[config.mk]
export PLATFORM = sky130hd
export DESIGN_NAME = imem_loader
export DESIGN_NICKNAME = d
export VERILOG_FILES = /design/src/rtl/imem_loader_pkg.sv /design/src/rtl/imem_loader_word_assembler.sv /design/src/rtl/imem_loader.sv
export SDC_FILE = /design/constraint.sdc
export NUM_CORES = 1
export LEC_CHECK = 0
export CORE_MARGIN = 4
export CORE_UTILIZATION = 35
export CTS_CLUSTER_DIAMETER = 60
export CTS_CLUSTER_SIZE = 24
export DETAILED_ROUTE_END_ITERATION = 10
export GPL_ROUTABILITY_DRIVEN = 0
export PLACE_DENSITY_LB_ADDON = 0.15
export SYNTH_ARGS = -nofsm -noshare
export SYNTH_HDL_FRONTEND = slang
export SYNTH_SLANG_ARGS = --single-unit
[constraint.sdc]
create_clock -name clk -period 6.1 [get_ports clk]
set_clock_uncertainty 0.2 [all_clocks]
set_input_delay 1.22 -clock clk [delete_from_list [all_inputs] [get_ports clk]]
set_output_delay 1.22 -clock clk [all_outputs]
set_load 0.01 [all_outputs]
[src/rtl/imem_loader_pkg.sv]
// Shared types and constants for the serial instruction-memory loader.
package imem_loader_pkg;

    // Loader sequencing states.
    typedef enum logic [2:0] {
        S_LEN_LO = 3'd0,
        S_LEN_HI = 3'd1,
        S_DATA   = 3'd2,
        S_WRITE  = 3'd3,
        S_DONE   = 3'd4,
        S_ERR    = 3'd5
    } state_t;

    // Header length in bytes (little-endian word count).
    localparam int HDR_BYTES  = 2;
    // Bytes per instruction word.
    localparam int WORD_BYTES = 4;

endpackage

[src/rtl/imem_loader_word_assembler.sv]
// Shifts accepted bytes into a 32-bit little-endian word and flags the
// transfer that completes it.
module word_assembler
    import imem_loader_pkg::*;
(
    input  logic        clk,
    input  logic        rst,
    input  logic        clr,
    input  logic        shift_en,
    input  logic [7:0]  byte_in,
    output logic [31:0] word_next,
    output logic        word_full
);

    logic [1:0]  cnt_q;
    logic [1:0]  cnt_d;
    logic [31:0] word_q;
    logic [31:0] word_d;

    // Place the incoming byte at its lane and advance the byte count.
    always_comb begin
        cnt_d  = cnt_q;
        word_d = word_q;
        if (clr) begin
            cnt_d = 2'd0;
        end else if (shift_en) begin
            word_d[{cnt_q, 3'b000} +: 8] = byte_in;
            cnt_d = cnt_q + 2'd1;
        end else begin
            cnt_d  = cnt_q;
            word_d = word_q;
        end
    end

    // The word including this byte is what gets written, so expose it directly.
    assign word_next = word_d;
    assign word_full = shift_en && !clr && (cnt_q == 2'(WORD_BYTES - 1));

    // Byte count and partial word registers; reset discards any partial word.
    always_ff @(posedge clk) begin
        if (!rst) begin
            cnt_q  <= 2'd0;
            word_q <= 32'd0;
        end else begin
            cnt_q  <= cnt_d;
            word_q <= word_d;
        end
    end

endmodule

[src/rtl/imem_loader.sv]
// Serial program loader: parses a word count header followed by
// little-endian words, writes them to instruction memory and then releases
// the core from reset. A bad header parks the loader in an error state.
module imem_loader
    import imem_loader_pkg::*;
#(
    parameter int DEPTH_WORDS = 256
) (
    input  logic        clk,
    input  logic        rst,
    input  logic        byte_valid,
    input  logic [7:0]  byte_data,
    output logic        byte_ready,
    output logic        imem_we,
    output logic [31:0] imem_addr,
    output logic [31:0] imem_wdata,
    output logic        core_rst,
    output logic        done,
    output logic        error
);

    localparam int IDX_W = (DEPTH_WORDS > 1) ? $clog2(DEPTH_WORDS) : 1;
    localparam int N_W   = 8 * HDR_BYTES;
    localparam logic [N_W:0] DEPTH_LIM = (N_W + 1)'(DEPTH_WORDS);

    state_t             state_q;
    state_t             state_d;
    logic [N_W-1:0]     n_q;
    logic [N_W-1:0]     n_d;
    logic [IDX_W-1:0]   idx_q;
    logic [IDX_W-1:0]   idx_d;
    logic [31:0]        addr_q;
    logic [31:0]        addr_d;
    logic [31:0]        wdata_q;
    logic [31:0]        wdata_d;

    logic               accept;
    logic               xfer;
    logic               asm_clr;
    logic               asm_shift;
    logic [31:0]        asm_word;
    logic               asm_full;
    logic [N_W-1:0]     n_full;
    logic               hdr_bad;
    logic               last_word;

    assign accept     = (state_q == S_LEN_LO) || (state_q == S_LEN_HI) || (state_q == S_DATA);
    assign byte_ready = rst && accept;
    assign xfer       = byte_valid && byte_ready;
    assign asm_shift  = xfer && (state_q == S_DATA);

    assign n_full    = {byte_data, n_q[7:0]};
    assign hdr_bad   = (n_full == N_W'(0)) || ({1'b0, n_full} > DEPTH_LIM);
    assign last_word = (N_W'(idx_q) == (n_q - N_W'(1)));

    word_assembler u_asm (
        .clk       (clk),
        .rst       (rst),
        .clr       (asm_clr),
        .shift_en  (asm_shift),
        .byte_in   (byte_data),
        .word_next (asm_word),
        .word_full (asm_full)
    );

    // Next-state, header capture and write-port staging.
    always_comb begin
        state_d = state_q;
        n_d     = n_q;
        idx_d   = idx_q;
        addr_d  = addr_q;
        wdata_d = wdata_q;
        asm_clr = 1'b0;
        case (state_q)
            S_LEN_LO: begin
                if (xfer) begin
                    n_d     = {8'd0, byte_data};
                    state_d = S_LEN_HI;
                end else begin
                    state_d = S_LEN_LO;
                end
            end
            S_LEN_HI: begin
                if (xfer) begin
                    n_d = n_full;
                    if (hdr_bad) begin
                        state_d = S_ERR;
                    end else begin
                        state_d = S_DATA;
                    end
                end else begin
                    state_d = S_LEN_HI;
                end
            end
            S_DATA: begin
                if (asm_full) begin
                    // Stage the write so address/data are valid with imem_we.
                    addr_d  = 32'({idx_q, 2'b00});
                    wdata_d = asm_word;
                    state_d = S_WRITE;
                end else begin
                    state_d = S_DATA;
                end
            end
            S_WRITE: begin
                if (last_word) begin
                    state_d = S_DONE;
                end else begin
                    idx_d   = idx_q + IDX_W'(1);
                    asm_clr = 1'b1;
                    state_d = S_DATA;
                end
            end
            S_DONE: begin
                state_d = S_DONE;
            end
            S_ERR: begin
                state_d = S_ERR;
            end
            default: begin
                // Unreachable encodings fall to the safe state: core held in reset.
                state_d = S_ERR;
            end
        endcase
    end

    // State and datapath registers with synchronous active-low reset.
    always_ff @(posedge clk) begin
        if (!rst) begin
            state_q <= S_LEN_LO;
            n_q     <= '0;
            idx_q   <= '0;
            addr_q  <= 32'd0;
            wdata_q <= 32'd0;
        end else begin
            state_q <= state_d;
            n_q     <= n_d;
            idx_q   <= idx_d;
            addr_q  <= addr_d;
            wdata_q <= wdata_d;
        end
    end

    assign imem_we    = (state_q == S_WRITE);
    assign imem_addr  = addr_q;
    assign imem_wdata = wdata_q;
    assign done       = (state_q == S_DONE);
    assign core_rst   = (state_q == S_DONE);
    assign error      = (state_q == S_ERR);

endmodule

; ---- After elaboration in Yosys (flattened, before gate mapping)
; Index checks and enable logic that the tools add are counted.
[word_totals]
ff_bits = 101
output_inout_bits = 69
[op_classes]
n_addsub = 4
order_cmp = 1
eq_ne = 9
shifts = 2
mux = 14
bitwise = 3
reduce_logical = 17
[ops]
columns = cell, n
row1 = 32-bit two-way mux, 2
row2 = 32-bit bitwise mux, 1
row3 = 16-bit two-way mux, 2
row4 = 16-bit case mux with 2 select lines, 1
row5 = 8-bit by 7-bit variable shift with 32-bit output (first input constant), 1
row6 = 8-bit by 7-bit variable part select with 32-bit output, 1
row7 = 8-bit by 16-bit equality test with 1-bit output, 1
row8 = 16-bit by 9-bit greater-than comparator with 1-bit output (second input constant), 1
row9 = 16-bit logical NOT, 1
row10 = 16-bit by 1-bit subtractor with 16-bit output (second input constant), 1
row11 = 3-bit case mux with 5 select lines, 1
row12 = 3-bit two-way mux, 3
row13 = 8-bit by 1-bit adder with 8-bit output (second input constant), 1
row14 = 5-bit negator with 7-bit output, 1
row15 = 3-bit by 2-bit equality test with 1-bit output (second input constant), 2
row16 = 3-bit equality test (second input constant), 2
row17 = 3-bit AND reduction, 2
row18 = 1-bit logical AND, 5
row19 = 1-bit two-way mux, 4
row20 = 2-bit inequality test (second input constant), 2
row21 = 2-bit AND reduction, 2
row22 = 3-bit by 1-bit equality test with 1-bit output (second input constant), 1
row23 = 3-bit logical NOT, 1
row24 = 1-bit logical OR, 3
row25 = 6 further kinds, 8

; ---- Logic depth before layout (Yosys ltp)
[logic_depth]
depth_word = 10
ltp_mapped = 8

; ---- Modules after synthesis
; A second synthesis with hierarchy kept.
[hier_totals]
cells_unflattened = 612
hier_area_um2 = 5121.2
[modules_own_cells]
columns = mod, n_inst, cells_per_inst, area_per_inst_um2, seq_area_each_um2
row1 = imem_loader, 1, 415, 3393.3, 1341.3
row2 = word_assembler, 1, 197, 1727.9, 680.7

; ---- Worst setup path before layout
; No wires, ideal clock.
[synth_timing]
kind = input to output
startpoint = input port rst
endpoint = output port byte_ready
arrival_time_ns = 1.789
path_slack_ns = 2.891
cell_stages = 3
n_path_buf = 1
cell_sequence = clkbuf_1 -> nand2b_1 -> a21oi_1
[synth_between]
elab_chain_cells = 1
[synth_lines]
columns = item, line
row1 = start: declaration, imem_loader.sv:10  ; input logic rst,
row2 = 1-bit logical AND, imem_loader.sv:48  ; assign byte_ready = rst && accept;
row3 = end: declaration, imem_loader.sv:13  ; output logic byte_ready,
; Every way passes these cells.

; ---- Worst setup path after layout
; Ends and elaborated chain as after synthesis.

==> flow_summary.yaml <==
logic_synthesis:
  synth_cell_types: 49
  ys_warn_count: 0
  post-synth-top-area-cell: "dfxtp_1"
  synthTopCellsByArea: "dfxtp_1 44%, nor2_1 8.2%, nand2_1 7.2%"
  netlist.area_leader.share_pct: 44.0
  yosysSeqAreaShare_pct: 44.0
  ys_ff_latch: 93
  async_flop_share_pct: 0
  syn_area_mm2: 0.00423
  synth_area_per_cell_um2: 8.11
  netlist_instances: 521
  synth-main-ff-cell: "dfxtp_1"
  synth_edf_count: 0
timing:
  fmax_ghz: 0.243
  worst_slew_pin_slew_ns: 0.982
  slew_violations: 0
  setup_ws_ns: 1.99
  rsz0062_at_grt: "false"
  finalSetupViolCount: 0
  min_period_ns: 4.11
  fin_tns_setup_ns: 0
  relSlewSlack_pct: 34.6
  final_hold_viol_count: 0
  fin_crit_sh_pct: 67.4
finish:
  drive_above_1_share_pct: 5.19
  area_growth_pct: 19.0
  num_antenna_cells: 0
  nets: 573
  postLayoutCellArea_mm2: 0.00503
  fill_cells: 1179
  stdcell_count: 702
placement:
  post-place-ws_ns: 1.83
  post_dp_cell_area_mm2: 0.00474
  io_buffers: 55
  dp.cells: 687
  dpl.hpwl_mm: 7.01
status:
  outcome: "completed"
worst_setup_path:
  rrSetupSlack_ns: 3.12
  crit_required_ns: 4.68
  crit_type: "in2out"
  cp_num_buf_inv: 3
  critical-path-slowest-cell: "clkdlybuf4s50_1"
  slowest_delay_ns: 0.55
  path_cells: "clkdlybuf4s50_1 > buf_4 > nand2b_1 > a21oi_1 > clkdlybuf4s50_1"
  critPathArrivalTime_ns: 2.69
  path_delay_family: "buffers and inverters"
  end_kind: "primary output"
  cp_max_fo: 21
  critPathLaunchType: "primary input"
  cpMostUsedCell: "clkdlybuf4s50_1"
clocking:
  cts-htree-levels: 3
  clock-root-buffer: "clkbuf_16"
  clkTransAtPathRegs_ns: 0.06
  cts_max_path_buffers: 2
  clkSinkCount: 93
  clock_latency_ns: 0.34
  cts_made_buffers: 9
  hold_buffers: 0
  cts_tree: "built"
  post_cts_buffers: 0
  cts-resized-gates: 0
power_and_ir_drop:
  p_leak_nw: 1.78
  p_total_mw: 1.27
  powerDensity_mw_per_mm2: 253
  vdd_ir_drop_max_uv: 109
drt:
  wl_mm: 10.2
  via_count: 3521
  drcViolationCount: 0
  vias_per_cell: 5.02
  routedWlPerCell_um: 14.6
  ant_nets: 0
  dr.pass1.iters: 4
  drt-initial-drc-count: 206
global_route:
  grt_pass1_wl_mm: 17.1
  grt_pass1_vias: 3369
  top_usage_layer: "met2"
  grtUsageMet2_pct: 24.9
  grtUsageMet3_pct: 4.95
  gr-usage-all-layers_pct: 15.1
  gr-total-overflow: 0
  grt_max_degree: 57
  use_met1_pct: 19.2
  grt_antenna_before_repair: 0
floorplan:
  design.die.area_mm2: 0.0139
  start_util_pct: 36.4
  ioPinCount: 80
  die_w_um: 118
  core_mm2: 0.0116
  rows: 39
  die_h_um: 118
hold_path:
  holdCritPathClass: "reg2reg"
flow_run:
  drv_cap: 0
registers in the layout (all words and copies together), names as in the netlist:
| name | cells |
|---|---|
| imem_wdata | 32 |
| u_asm.word_q | 24 |
| n_q | 16 |
| idx_q | 8 |
| imem_addr | 8 |
| state_q | 3 |
| u_asm.cnt_q | 2 |
worst paths after layout:
kind | startpoint | end | cells after the start
min | n_q[13] | n_q[13] | 2
min reg2reg | n_q[13] | n_q[13] | 2
max reg2reg | n_q[0] | idx_q[0] | 8
max | rst | byte_ready | 5
area by class of cell:
cell class,count,area (um2),area share (%)
sequential,93,1860,37.0
timing repair buffer,57,566,11.2
inverter,5,18.8,0.373
clock inverter,5,61.3,1.22
clock buffer,10,229,4.55
multi-input combinational,389,2110,42.0
tap,143,179,3.56
cells in the mapped netlist, types with 2 or more instances:
master,number
a21oi_1,56
clkbuf_1,26
o21ai_0,3
a211oi_1,25
buf_4,26
and4_1,2
dfxtp_1,93
xor2_1,5
and3_1,2
a31oi_1,3
and2_1,2
a32oi_1,3
buf_1,3
nor2b_1,3
nor3_1,6
nor3_2,2
nor2_1,92
nor4_2,3
nand4_1,5
inv_1,5
nand3_1,11
nand2b_1,8
nor3b_1,5
ha_1,7
mux2i_1,17
xnor2_1,5
nand2_1,81
metal layers:
metal | wire length [um] | up-vias
met3 | 461 | 9
met1 | 4860 | 1650
met4 | 122 | 0
li1 | - | 1780
met5 | 0 | -
met2 | 4780 | 82
report_power, final:
group / internal (mW) / switching (mW)
Clock: 0.317 / 0.234
Sequential: 0.612 / 0.00823
Combinational: 0.0362 / 0.0628
Total: 0.965 / 0.305
through the flow:
stage / utilization [%] / hold WS, ns
6_report: 43.3 / 0.255
5_1_grt: 43.3 / 0.275
4_1_cts: 43.3 / 0.256
3_5_place_dp: 40.8 / 0.247
3_3_place_gp: 40.8 / 0.239
2_1_floorplan: - / 0.232
tightest hold or removal path, cell delays in order (launching register included):
cell and delay (ns):
dfxtp_1 0.31, nand2_1 0.05, a21oi_1 0.05
cell usage in the layout (no fill, tap or decap), types with 2 or more instances in the layout:
master / n
and3_1: 2
xnor2_1: 5
nor3b_1: 5
a32oi_1: 3
nand4_1: 5
nor2_1: 92
a31oi_1: 3
ha_1: 7
buf_4: 2
dfxtp_1: 93
nand2b_1: 8
clkbuf_16: 9
nor3_2: 2
inv_1: 4
clkdlybuf4s50_1: 55
nor2b_1: 3
and4_1: 2
clkinvlp_4: 3
xor2_1: 5
nand3_1: 11
a21oi_1: 56
conb_1: 24
a211oi_1: 25
nand2_1: 81
mux2i_1: 17
o21ai_0: 3
nor3_1: 6
nor4_2: 3
cell families (layout without fill, tap and decap cells):
group                    count (synthesis)  after routing  synth area share (%)
AO/OA/AOI/OAI                           99             99                  14.3
XOR/XNOR                                10             10                  2.07
adder cells (fa/ha/maj)                  7              7                  2.07
buffers and inverters                   62             77                  8.02
flip-flops                              93             93                  44.0
multiplexers                            17             17                  4.02
other                                    1             24                0.0887
AND/OR/NAND/NOR                        232            232                  25.4
Note: power is estimated with default switching activity, not from simulation.
